--- src/rtl/countdown_timer_gen_if.sv ---
// Command/status bundle for one countdown timer channel.
// Master issues commands, slave (the timer) reports time and flags.
interface countdown_timer_gen_if #(
  parameter int W = 7
);

  logic         load;
  logic [W-1:0] load_val;
  logic         start;
  logic         pause;
  logic         clear;
  logic         auto_reload;
  logic [W-1:0] time_out;
  logic         running;
  logic         paused;
  logic         done;
  logic         expired;
  logic         tick;
  logic [11:0]  bcd_out;

  modport master (
    output load,
    output load_val,
    output start,
    output pause,
    output clear,
    output auto_reload,
    input  time_out,
    input  running,
    input  paused,
    input  done,
    input  expired,
    input  tick,
    input  bcd_out
  );

  modport slave (
    input  load,
    input  load_val,
    input  start,
    input  pause,
    input  clear,
    input  auto_reload,
    output time_out,
    output running,
    output paused,
    output done,
    output expired,
    output tick,
    output bcd_out
  );

endinterface

--- src/rtl/countdown_timer_gen.sv ---
// Countdown timer: prescaled tick, pause/resume, auto-reload.
// Define TIMER_BCD_EN for a registered 3-digit BCD copy of time_out.
module countdown_timer_gen #(
  parameter int W           = 7,
  parameter int CLK_HZ      = 100_000_000,
  parameter int TICK_HZ     = 1,
  parameter int DEFAULT_VAL = 60
) (
  input  logic                 clk,
  input  logic                 rst_n,
  countdown_timer_gen_if.slave bus
);

  localparam int DIV = CLK_HZ / TICK_HZ;
  localparam int PW  = (DIV > 2) ? $clog2(DIV) : 1;

  localparam logic [PW-1:0] PMAX = PW'(DIV - 1);
  localparam logic [W-1:0]  DVAL = W'(DEFAULT_VAL);
  localparam logic [W-1:0]  ONE  = W'(1);

  localparam logic [1:0] S_IDLE  = 2'd0;
  localparam logic [1:0] S_RUN   = 2'd1;
  localparam logic [1:0] S_PAUSE = 2'd2;
  localparam logic [1:0] S_DONE  = 2'd3;

  logic [1:0]    state, state_n;
  logic [W-1:0]  t_q, t_n;
  logic [W-1:0]  rl_q, rl_n;
  logic [PW-1:0] presc, presc_n;
  logic          exp_q, exp_n;
  logic          tick_w;
  logic          start_ok;

  assign tick_w = (state == S_RUN) && (presc == PMAX);

  // A start only counts when it has somewhere to go
  always_comb begin
    start_ok = 1'b0;
    unique case (state)
      S_IDLE:  start_ok = bus.start && (t_q != '0);
      S_PAUSE: start_ok = bus.start;
      S_DONE:  start_ok = bus.start && (rl_q != '0);
      default: start_ok = 1'b0;
    endcase
  end

  // Next-state: commands first, a tick only applies when no command acts
  always_comb begin
    state_n = state;
    t_n     = t_q;
    rl_n    = rl_q;
    presc_n = presc;
    exp_n   = 1'b0;
    if (state == S_RUN) begin
      presc_n = tick_w ? '0 : presc + PW'(1);
    end
    if (bus.clear) begin
      t_n     = rl_q;
      presc_n = '0;
      state_n = S_IDLE;
    end else if (bus.load) begin
      t_n     = bus.load_val;
      rl_n    = bus.load_val;
      presc_n = '0;
      state_n = S_IDLE;
    end else if (start_ok) begin
      state_n = S_RUN;
      unique case (state)
        S_IDLE: presc_n = '0;
        S_DONE: begin
          t_n     = rl_q;
          presc_n = '0;
        end
        default: presc_n = presc;
      endcase
    end else if (bus.pause && state == S_RUN) begin
      state_n = S_PAUSE;
    end else if (tick_w) begin
      if (t_q > ONE) begin
        t_n = t_q - ONE;
      end else if (t_q == ONE) begin
        exp_n = 1'b1;
        if (bus.auto_reload && rl_q != '0) begin
          t_n = rl_q;
        end else begin
          t_n     = '0;
          state_n = S_DONE;
        end
      end
    end
  end

  // Timer state registers
  always_ff @(posedge clk or negedge rst_n) begin
    if (!rst_n) begin
      state <= S_IDLE;
      t_q   <= DVAL;
      rl_q  <= DVAL;
      presc <= '0;
      exp_q <= 1'b0;
    end else begin
      state <= state_n;
      t_q   <= t_n;
      rl_q  <= rl_n;
      presc <= presc_n;
      exp_q <= exp_n;
    end
  end

  assign bus.time_out = t_q;
  assign bus.running  = (state == S_RUN);
  assign bus.paused   = (state == S_PAUSE);
  assign bus.done     = (state == S_DONE);
  assign bus.expired  = exp_q;
  assign bus.tick     = tick_w;

`ifdef TIMER_BCD_EN
  logic [W+11:0] sh;
  logic [11:0]   bcd_n;
  logic [11:0]   bcd_q;
  logic          sat;

  assign sat = {12'd0, t_q} > (W+12)'(999);

  // Shift-and-add-3 binary to BCD, unrolled
  always_comb begin
    sh = '0;
    sh[W-1:0] = t_q;
    for (int i = 0; i < W; i++) begin
      for (int d = 0; d < 3; d++) begin
        if (sh[W+4*d +: 4] > 4'd4) begin
          sh[W+4*d +: 4] = sh[W+4*d +: 4] + 4'd3;
        end
      end
      sh = sh << 1;
    end
    bcd_n = sat ? 12'h999 : sh[W +: 12];
  end

  // BCD output lags time_out by one cycle
  always_ff @(posedge clk or negedge rst_n) begin
    if (!rst_n) begin
      bcd_q <= '0;
    end else begin
      bcd_q <= bcd_n;
    end
  end

  assign bus.bcd_out = bcd_q;
`else
  assign bus.bcd_out = 12'h000;
`endif

endmodule

--- src/flat_wrapper.sv ---
// flat-port wrapper written by rule: the top's interface ports become plain ports
module countdown_timer_gen_flat 
#(
  parameter int W           = 7,
  parameter int CLK_HZ      = 100_000_000,
  parameter int TICK_HZ     = 1,
  parameter int DEFAULT_VAL = 60
)
  (clk, rst_n, bus_load, bus_load_val, bus_start, bus_pause, bus_clear, bus_auto_reload, bus_time_out, bus_running, bus_paused, bus_done, bus_expired, bus_tick, bus_bcd_out);
  countdown_timer_gen_if #(.W(W)) bus_i ();
  input  logic clk;
  input  logic rst_n;
  input wire logic [$bits(bus_i.load)-1:0] bus_load;
  input wire logic [$bits(bus_i.load_val)-1:0] bus_load_val;
  input wire logic [$bits(bus_i.start)-1:0] bus_start;
  input wire logic [$bits(bus_i.pause)-1:0] bus_pause;
  input wire logic [$bits(bus_i.clear)-1:0] bus_clear;
  input wire logic [$bits(bus_i.auto_reload)-1:0] bus_auto_reload;
  output wire logic [$bits(bus_i.time_out)-1:0] bus_time_out;
  output wire logic [$bits(bus_i.running)-1:0] bus_running;
  output wire logic [$bits(bus_i.paused)-1:0] bus_paused;
  output wire logic [$bits(bus_i.done)-1:0] bus_done;
  output wire logic [$bits(bus_i.expired)-1:0] bus_expired;
  output wire logic [$bits(bus_i.tick)-1:0] bus_tick;
  output wire logic [$bits(bus_i.bcd_out)-1:0] bus_bcd_out;
  assign bus_i.load = bus_load;
  assign bus_i.load_val = bus_load_val;
  assign bus_i.start = bus_start;
  assign bus_i.pause = bus_pause;
  assign bus_i.clear = bus_clear;
  assign bus_i.auto_reload = bus_auto_reload;
  assign bus_time_out = bus_i.time_out;
  assign bus_running = bus_i.running;
  assign bus_paused = bus_i.paused;
  assign bus_done = bus_i.done;
  assign bus_expired = bus_i.expired;
  assign bus_tick = bus_i.tick;
  assign bus_bcd_out = bus_i.bcd_out;
  countdown_timer_gen #(.W(W), .CLK_HZ(CLK_HZ), .TICK_HZ(TICK_HZ), .DEFAULT_VAL(DEFAULT_VAL)) u_core (.clk(clk), .rst_n(rst_n), .bus(bus_i));
endmodule
--- config.mk ---
export PLATFORM = sky130hd
export DESIGN_NAME = countdown_timer_gen_flat
export DESIGN_NICKNAME = d
export VERILOG_FILES = /design/src/rtl/countdown_timer_gen_if.sv /design/src/rtl/countdown_timer_gen.sv /design/src/flat_wrapper.sv
export SDC_FILE = /design/constraint.sdc
export NUM_CORES = 1
export LEC_CHECK = 0
export BUFFER_PORTS_ARGS = -buffer_cell sky130_fd_sc_hd__buf_2
export CAP_MARGIN = 20
export CORE_MARGIN = 2
export CORE_UTILIZATION = 55
export CTS_CLUSTER_DIAMETER = 120
export DETAILED_ROUTE_END_ITERATION = 12
export GPL_ROUTABILITY_DRIVEN = 0
export PLACE_DENSITY = 0.83
export SLEW_MARGIN = 15
export SYNTH_ARGS = -nofsm -noshare
export SYNTH_HDL_FRONTEND = slang
export SYNTH_SLANG_ARGS = --single-unit
export TNS_END_PERCENT = 100
--- constraint.sdc ---
create_clock -name clk -period 2.7 [get_ports clk]
set_input_delay 0.405 -clock clk [delete_from_list [all_inputs] [get_ports clk]]
set_output_delay 0.405 -clock clk [all_outputs]
set_load 0.05 [all_outputs]
==> summary.md, run 1 <==
| Metric | Value |
|---|---|
| Num rows | `26` |
| All-Layer GR Usage | `23.25%` |
| Final setup violation count | `0` |
| Least-Margin Pin Slew | `949.8 ps` |
| Critical path data required time | `2300 ps` |
| Most frequent cells in the layout | `nand2_1 (40), dfrtp_1 (36), nor2_1 (31), buf_2 (25), nand3_1 (22)` |
| Inserted Diodes | `0` |
| Count of cell types in the netlist | `57` |
| MaxCap Viol Count | `0` |
| Count of vias placed by the detailed router | `2615` |
| Unrepaired setup endpoints after global routing | `no` |
| Post-Place Setup Slack | `90.45 ps` |
| Sequential Power Share | `47.4%` |
| Number of antenna violations at the first check in global routing | `0` |
| Register area | `1111 um^2` |
| Sequential-to-total area share from yosys stat | `38.61%` |
| Largest vdd supply drop | `266.8 uV` |
| Non-filler cells in the finished layout | `436` |
| Final worst clock skew | `9.964 ps` |
| Post-Synthesis Cell Area | `2878 um^2` |
| Routed wire length | `6564 um` |
| Cells on worst reg2reg path | `8` |
| Standard cell area after detailed placement | `3079 um^2` |
| Detailed placer's ending HPWL | `4691 um` |
| End point of the critical path | `bus_tick` |
| Bufs on Longest Clock Path | `2` |
| Area of combinational cells with multiple inputs | `1635 um^2` |
| Setup TNS | `0 ps` |
| Worst-path fanout max | `9` |
| Detail-routed net length per standard cell | `15.06 um` |
| X dimension of the die | `76.34 um` |
| Cell count after placement | `428` |
| Ys async rst share | `100.0%` |
| Number of buffers inserted by port buffering | `25` |
| Worst Path Arrival | `2080 ps` |
| Number of inserted filler cells in the final layout | `447` |
| Switching power share of the total | `34.96%` |
| DRC violation total after the first TritonRoute iteration | `191` |
| Number of buffers added for setup after CTS | `0` |
| RR Endpoint | `u_core.presc[7]` |
| Synth warn | `0` |
| # DRC | `0` |
| Remaining Overflow, GRT | `0` |
| Relative contribution of the clock network to total power | `26.7%` |
| Post-synthesis to final-layout area growth | `10.48%` |
| Commonest non-fill, non-tap cell in the layout | `nand2_1` |
| Final period demand of the worst path | `2482 ps` |
| ANT nets after route | `0` |
| Final setup slack of the worst path | `218.1 ps` |
| Worst Setup End Kind | `primary output` |
| Reported leakage power | `1.423 nW` |
| Launch point of the worst path | `u_core.state[1]` |
| Pin count of the biggest net entering global routing | `45` |
| Leading register cell type out of synthesis | `dfrtp_1` |
| Max Slew Vio Count | `0` |
| TritonCTS Sinks | `44` |
| Fraction of power consumed by combinational cells | `26.0%` |
| Floorplan die area | `5827 um^2` |
| Nets | `385` |
| Insertion delay to the later sink of the worst-skew pair | `300 ps` |
| CTS Buf Count | `5` |
| P_sw | `0.5677 mW` |
| Clk pin slew, worst setup/hold paths | `90 ps` |
| CTS Hold Bufs | `0` |
| Initial core utilization | `56.71%` |
| TritonCTS clock tree | `built` |
| Via count of the first global-routing pass | `2330` |
| Final period util | `91.92%` |
| First-pass iteration count of the detailed router | `5` |
| Number of vias per cell | `5.998` |
| Beginning of the worst register-to-register path | `u_core.bus.time_out[1]` |
| HP Class | `input pin to async pin` |
| Number of synthesized flops with an enable pin | `0` |
| Number of endpoints with negative hold slack in the final report | `0` |
| Startpoint type of the worst setup path | `flip-flop` |
| Cell internal power dissipation | `1.056 mW` |
| Number of levels in the clock H-tree | `2` |
| Highest clock rate | `402.9 MHz` |
| Core outline area | `5075 um^2` |
| Mapped Cells | `335` |
| Post-Synthesis Mean Instance Area | `8.590 um^2` |
| Io pins | `38` |
| PwrDens | `510.8 nW/um^2` |
| Fraction of final layout cells sized beyond drive strength 1 | `19.67%` |
| Max-slew headroom | `36.68%` |
| Final design instance area without fill | `3179 um^2` |
| Worst setup slack for register-to-register paths | `220 ps` |
| Die extent in y | `76.34 um` |
| Outcome | `finished clean` |
| Number of register bits inferred by synthesis | `44` |
| Type of the worst setup path | `flip-flop to primary output` |
| First-pass GRT wire length | `11100 um` |
| Root Buffer | `clkbuf_8` |
[Yosys cell counts (6+ instances only)]
library cell / n / area [um^2]
mux2_2: 6 / 67.56
nand3_1: 22 / 110.1
inv_1: 12 / 45.04
nand4_1: 8 / 50.05
and3_1: 6 / 37.54
ha_1: 6 / 75.07
clkbuf_1: 7 / 26.28
a21oi_1: 11 / 55.05
or4_1: 6 / 45.04
nor3_1: 13 / 65.06
nor2b_1: 7 / 43.79
dfstp_2: 8 / 210.2
dfrtp_1: 36 / 900.9
buf_4: 12 / 90.09
nand2_1: 41 / 153.9
a22o_1: 13 / 113.9
o21ai_0: 15 / 75.07
nor2_1: 31 / 116.4
[power groups by stage]
stage                     logic (mW)  clock network [mW]  registers, mW
after floorplan                0.252                   0          0.846
after global placement         0.410                   0          0.779
after detailed placement       0.419                   0          0.781
after CTS                      0.421               0.440          0.768
after global routing           0.458               0.466          0.776
final                          0.422               0.433          0.769
[flip-flops by register name, summed over array words and instances, names as in the netlist]
signal               flops
u_core.bus.expired       1
u_core.rl_q              7
u_core.bus.time_out      7
u_core.state             2
u_core.presc            27
[cell families after synthesis]
group	after synthesis	synth area share (%)
compound gates	69	16.65
mux	9	3.391
xor+xnor	4	1.218
fa+ha+maj	6	2.609
other cells	1	0.1303
simple gates	166	30.96
buf+inv	36	6.435
flops	44	38.61
[per-stage QoR]
step	utilization, %	hold WS (ps)	power (mW)
2_1_floorplan	-	109.4	1.098
3_3_place_gp	60.68	471.9	1.189
3_5_place_dp	60.68	478.4	1.200
4_1_cts	62.50	281.6	1.629
5_1_grt	62.65	315.6	1.700
6_report	62.65	244.3	1.624
[repair_timing]
action                                 4_1_cts  5_1_grt
gates resized for setup                      0        2
setup endpoints to repair                    0        5
endpoints found under the hold margin        0        0
[layer usage]
| metal | GRT usage, % | vias to the layer above | part of all wire, % |
|---|---|---|---|
| li1 | - | 1253 | - |
| met1 | 33.97 | 1257 | 45 |
| met2 | 35.75 | 98 | 47 |
| met3 | 3.081 | 7 | 6.1 |
| met4 | 7.818 | 0 | 1.3 |
| met5 | 0 | - | 0 |
[worst min-delay path by stage]
| stage | start | endpoint | slack, ps | cells past startpoint |
|---|---|---|---|---|
| 5_1_grt | bus_load_val[5] | u_core.rl_q[5] | 320 | 3 |
| 3_3_place_gp | u_core.rl_q[3] | u_core.rl_q[3] | 470 | 2 |
| 2_1_floorplan | rst_n | u_core.bus.expired | 110 | 0 |
| 3_5_place_dp | u_core.rl_q[3] | u_core.rl_q[3] | 480 | 2 |
| 4_1_cts | rst_n | u_core.presc[18] | 280 | 1 |
| 6_report | rst_n | u_core.presc[17] | 240 | 1 |
[area by class of cell]
| class | instances | area share (%) |
|---|---|---|
| clock buffers | 6 | 2.597 |
| clock inverters | 2 | 0.3148 |
| inverters | 12 | 1.417 |
| multi-input cells | 266 | 51.44 |
| flip-flops and latches | 44 | 34.95 |
| well taps | 70 | 2.755 |
| repair buffers | 36 | 6.533 |
[worst max-delay path: stages (launching register included)]
cell and delay, ps:
dfrtp_1 420, inv_1 70, ha_1 290, and4b_1 290, nand4_1 120, nor3_2 280
buf_2 310
Power figures use the tool's default switching activity.
==> inputs of run 2 (changes only) <==
--- a/config.mk
+++ b/config.mk
@@ -7,6 +7,7 @@
 export LEC_CHECK = 0
 export BUFFER_PORTS_ARGS = -buffer_cell sky130_fd_sc_hd__buf_2
 export CAP_MARGIN = 20
+export CORE_ASPECT_RATIO = 1.4
 export CORE_MARGIN = 2
 export CORE_UTILIZATION = 55
 export CTS_CLUSTER_DIAMETER = 120
==> run 2 against run 1 <==
  * Worst setup slack improved by 10 ps
  * Die area increased by 0.14%
  * Utilization increased by 0.57 points
  * Final cell count unchanged
  * Maximum frequency increased by 0.41%
  * Total power increased by 7.3%
  * First-iteration DRC count increased by 5.8%
  * Critical path type is now flip-flop to flip-flop
  * Critical endpoint is now u_core.presc[18]
==> summary.md, run 2 (synthesis gave the netlist of run 1 again) <==
| Metric | Value |
|---|---|
| Count of vias placed by the detailed router | `2663` |
| CTS Hold Bufs | `0` |
| Die extent in y | `89.59 um` |
| Number of antenna violations at the first check in global routing | `0` |
| Final worst clock skew | `9.161 ps` |
| Post-Place Setup Slack | `125.2 ps` |
| Final period demand of the worst path | `2472 ps` |
| Number of levels in the clock H-tree | `2` |
| Clk pin slew, worst setup/hold paths | `90 ps` |
| Pin count of the biggest net entering global routing | `45` |
| Reported leakage power | `1.450 nW` |
| Beginning of the worst register-to-register path | `u_core.bus.time_out[1]` |
| PwrDens | `538.3 nW/um^2` |
| Cells on worst reg2reg path | `8` |
| Worst Setup End Kind | `flip-flop` |
| Number of endpoints with negative hold slack in the final report | `0` |
| Commonest non-fill, non-tap cell in the layout | `nand2_1` |
| Unrepaired setup endpoints after global routing | `no` |
| Fraction of final layout cells sized beyond drive strength 1 | `20.27%` |
| Worst-path fanout max | `15` |
| Post-synthesis to final-layout area growth | `12.48%` |
| Root Buffer | `clkbuf_8` |
| Most frequent cells in the layout | `nand2_1 (41), dfrtp_1 (36), nor2_1 (31), buf_2 (25), nand3_1 (22)` |
| Io pins | `38` |
| Final setup slack of the worst path | `228.1 ps` |
| Outcome | `finished clean` |
| Cell count after placement | `428` |
| HP Class | `input pin to async pin` |
| Initial core utilization | `56.21%` |
| Nets | `389` |
| Flip-flop count of the largest register, all copies and words added | `27` |
| Least-Margin Pin Slew | `984.3 ps` |
| Worst Path Arrival | `2710 ps` |
| Type of the worst setup path | `flip-flop to flip-flop` |
| Remaining Overflow, GRT | `0` |
| Bufs on Longest Clock Path | `2` |
| Floorplan die area | `5835 um^2` |
| Insertion delay to the later sink of the worst-skew pair | `310 ps` |
| Final period util | `91.55%` |
| Detailed placer's ending HPWL | `5070 um` |
| Number of buffers inserted by port buffering | `25` |
| Fin util | `63.22%` |
| Max-slew headroom | `34.38%` |
| Standard cell area after detailed placement | `3117 um^2` |
| # DRC | `0` |
| Setup TNS | `0 ps` |
| Final setup violation count | `0` |
| ANT nets after route | `0` |
| Detail-routed net length per standard cell | `16.13 um` |
| Largest vdd supply drop | `310.5 uV` |
| Non-filler cells in the finished layout | `436` |
| Core outline area | `5120 um^2` |
| Worst setup slack for register-to-register paths | `230 ps` |
| Highest clock rate | `404.6 MHz` |
| Routed wire length | `7032 um` |
| Area of combinational cells with multiple inputs | `1633 um^2` |
| DRC violation total after the first TritonRoute iteration | `202` |
| Max Slew Vio Count | `0` |
| Register area | `1111 um^2` |
| Reg with most FFs | `u_core.presc` |
| Num rows | `31` |
| Number of vias per cell | `6.108` |
| First-pass GRT wire length | `11230 um` |
| All-Layer GR Usage | `24.70%` |
| X dimension of the die | `65.14 um` |
| Inserted Diodes | `0` |
| Number of inserted filler cells in the final layout | `457` |
| First-pass iteration count of the detailed router | `4` |
| CTS Buf Count | `5` |
| TritonCTS clock tree | `built` |
| Via count of the first global-routing pass | `2389` |
| Final design instance area without fill | `3237 um^2` |
| Startpoint type of the worst setup path | `flip-flop` |
| TritonCTS Sinks | `44` |
| Critical path data required time | `2940 ps` |
| MaxCap Viol Count | `0` |
| RR Endpoint | `u_core.presc[18]` |
run 2: metal layers:
metal / up-vias / part of all wire (%) / global-route usage (%)
li1: 1259 / - / -
met1: 1299 / 41 / 28.82
met2: 87 / 52 / 45.08
met3: 18 / 4.2 / 3.491
met4: 0 / 2.7 / 11.17
met5: - / 0 / 0
run 2: how the worst max path moves through the flow:
| stage | from | to | slack (ps) | cells after the start |
|---|---|---|---|---|
| 4_1_cts | u_core.bus.time_out[1] | u_core.presc[18] | 100 | 8 |
| 5_1_grt | u_core.bus.time_out[1] | u_core.bus.time_out[6] | 40 | 9 |
| 3_5_place_dp | u_core.bus.time_out[1] | u_core.presc[20] | 130 | 8 |
| 3_3_place_gp | u_core.bus.time_out[1] | u_core.presc[18] | 220 | 8 |
| 2_1_floorplan | u_core.bus.time_out[1] | u_core.presc[18] | 60 | 9 |
| 6_report | u_core.bus.time_out[1] | u_core.presc[18] | 230 | 8 |
run 2: area by class of cell:
type | count | area share (%)
sequential | 44 | 34.33
clock buffer | 5 | 2.126
clock inverter | 3 | 1.430
timing repair buffer | 40 | 7.731
inverter | 12 | 1.392
tap | 66 | 2.551
multi-input combinational | 266 | 50.44
run 2: through the flow:
step | total power [mW] | hold WS [ps]
5_1_grt | 1.817 | 316.8
3_5_place_dp | 1.220 | 476.7
6_report | 1.742 | 249.2
3_3_place_gp | 1.211 | 466.9
2_1_floorplan | 1.098 | 109.4
4_1_cts | 1.747 | 289.2
run 2: where the power goes:
| part | internal, mW | total, mW | switching, mW |
|---|---|---|---|
| clock | 0.279 | 0.528 | 0.249 |
| combinational | 0.151 | 0.445 | 0.294 |
| sequential | 0.711 | 0.769 | 0.0585 |
| total | 1.14 | 1.74 | 0.601 |
run 2: critical path, cell delays in order, from the launching register on:
cell and delay, ps:
dfrtp_1 420, inv_1 110, ha_1 200, nor3b_4 220, nand3_2 140, a31o_4 270
or3_4 460, or4_1 490, nand3_1 100
run 2: repair_timing:
action / CTS / global route
setup buffers: 0 / 0
gates resized for setup: 0 / 1
setup endpoints to repair: 0 / 7
==> inputs of run 3 (changes only) <==
--- a/config.mk
+++ b/config.mk
@@ -13,6 +13,7 @@
 export CTS_CLUSTER_DIAMETER = 120
 export DETAILED_ROUTE_END_ITERATION = 12
 export GPL_ROUTABILITY_DRIVEN = 0
+export GPL_TIMING_DRIVEN = 0
 export PLACE_DENSITY = 0.83
 export SLEW_MARGIN = 15
 export SYNTH_ARGS = -nofsm -noshare
==> run 3 against run 2 <==
  * Via count grew 1.1%
  * Critical path depth is 1 higher
  * Total power down 4.5%
  * Worst hold slack got worse by 150 ps
  * Clock-buffer cell count is 1 higher
  * Critical path type unchanged
==> summary.md, run 3 (synthesis gave the netlist of run 1 again) <==
| Metric | Value |
|---|---|
| Fraction of final layout cells sized beyond drive strength 1 | `22.05%` |
| Remaining Overflow, GRT | `0` |
| Root Buffer | `clkbuf_8` |
| Detail-routed net length per standard cell | `16.73 um` |
| PwrDens | `502.2 nW/um^2` |
| Cells on worst reg2reg path | `9` |
| Type of the worst setup path | `flip-flop to flip-flop` |
| CTS Hold Bufs | `0` |
| Pin count of the biggest net entering global routing | `45` |
| Reg with most FFs | `u_core.presc` |
| Worst Setup End Kind | `flip-flop` |
| Least-Margin Pin Slew | `664.1 ps` |
| Count of vias placed by the detailed router | `2691` |
| X dimension of the die | `65.14 um` |
| First-pass iteration count of the detailed router | `5` |
| Worst Path Arrival | `2830 ps` |
| CTS Buf Count | `5` |
| Number of vias per cell | `6.020` |
| Worst-path fanout max | `8` |
| Detailed placer's ending HPWL | `5273 um` |
| Final worst clock skew | `10.64 ps` |
| Reported leakage power | `1.492 nW` |
| TritonCTS clock tree | `built` |
| Max-slew headroom | `55.52%` |
| MaxCap Viol Count | `0` |
| Bufs on Longest Clock Path | `2` |
| Final hold slack | `101.6 ps` |
| Inserted Diodes | `0` |
| HP Class | `input pin to async pin` |
| First-pass GRT wire length | `12050 um` |
| Io pins | `38` |
| Final period util | `96.17%` |
| Commonest non-fill, non-tap cell in the layout | `nand2_1` |
| Insertion delay to the later sink of the worst-skew pair | `310 ps` |
| Register area | `1112 um^2` |
| Number of inserted filler cells in the final layout | `441` |
| Final design instance area without fill | `3314 um^2` |
| Initial core utilization | `56.21%` |
| Num rows | `31` |
| Via count of the first global-routing pass | `2552` |
| Routed wire length | `7477 um` |
| Final period demand of the worst path | `2596 ps` |
| Outcome | `finished clean` |
| Flip-flop count of the largest register, all copies and words added | `27` |
| Number of endpoints with negative hold slack in the final report | `0` |
| Post-synthesis to final-layout area growth | `15.17%` |
| ANT nets after route | `0` |
| Critical path data required time | `2940 ps` |
| Clk pin slew, worst setup/hold paths | `90 ps` |
| Highest clock rate | `385.1 MHz` |
| All-Layer GR Usage | `26.98%` |
| Final setup violation count | `0` |
| Number of levels in the clock H-tree | `2` |
| DRC violation total after the first TritonRoute iteration | `168` |
| Die extent in y | `89.59 um` |
| # DRC | `0` |
| Most frequent cells in the layout | `nand2_1 (41), dfrtp_1 (35), nor2_1 (31), buf_2 (25), nand3_1 (22)` |
| Number of antenna violations at the first check in global routing | `0` |
| Max Slew Vio Count | `0` |
| Nets | `400` |
| Core outline area | `5120 um^2` |
| Standard cell area after detailed placement | `3127 um^2` |
| Number of buffers inserted by port buffering | `24` |
| Area of combinational cells with multiple inputs | `1664 um^2` |
| Startpoint type of the worst setup path | `flip-flop` |
| Largest vdd supply drop | `343.1 uV` |
| Floorplan die area | `5835 um^2` |
| TritonCTS Sinks | `44` |
## run 3: changes by cell type in the layout (fill, tap and decap cells not counted), sizes merged
cell,delta
clkinvlp,-1
bufinv,-1
clkbuf,+9
clkinv,+2
inv,-1
buf,+3
## run 3: timing repair
item	CTS	global route
setup buffers	0	2
gates resized for setup	2	17
setup endpoints to repair	7	32
pin swaps	0	3
## run 3: where the power goes
group          leakage [nW]  internal, mW  total, mW  switching, mW
clock                0.0510         0.204      0.436          0.232
combinational         0.867         0.157      0.452          0.294
sequential            0.574         0.712      0.777         0.0653
total                  1.49          1.07       1.66          0.591
## run 3: layout make-up
type	instances	area share, %
inverter	12	1.359
clock inverter	2	0.3020
clock buffer	6	2.492
buffer	24	4.681
multi-input combinational	266	50.21
sequential	44	33.56
tap	66	2.492
timing repair buffer	27	4.908
## run 3: final timing paths
kind                                         from         endpoint  slack, ps
min reg2reg                        u_core.rl_q[3]   u_core.rl_q[3]        500
max                        u_core.bus.time_out[0]  u_core.presc[9]        100
min                                         rst_n   u_core.rl_q[6]        100
min in group clk                  bus_load_val[4]   u_core.rl_q[4]        290
max reg2reg                u_core.bus.time_out[0]  u_core.presc[9]        100
max in group asynchronous                   rst_n   u_core.rl_q[3]       2010
## run 3: critical path: stages (launching register included)
cell and delay [ps]:
dfrtp_2 460, inv_1 80, ha_2 180, nor3b_4 250, nand3_2 150, a31o_4 280, or3_1 330, clkbuf_4 190
or4_1 490, o21ai_1 100
## run 3: per-layer routing
layer	routed length (um)	global-route usage (%)	vias up
met4	205	11.74	0
met2	3985	49.95	90
met1	2930	30.60	1294
met3	356	4.613	20
met5	0	0	-
li1	-	-	1287
## run 3: through the flow
| step | setup TNS (ps) | power [mW] | utilization, % | setup WS, ps | std cells |
|---|---|---|---|---|---|
| floorplan | 0 | 1.098 | - | 58.64 | 346 |
| global placement | -263.3 | 1.201 | 61.07 | -73.94 | 436 |
| finish | 0 | 1.665 | 64.74 | 103.5 | 447 |
| global route | -286.4 | 1.739 | 64.74 | -73.68 | 447 |
| CTS | 0 | 1.649 | 62.93 | 5.498 | 444 |
| detailed placement | -379.6 | 1.212 | 61.07 | -92.00 | 436 |
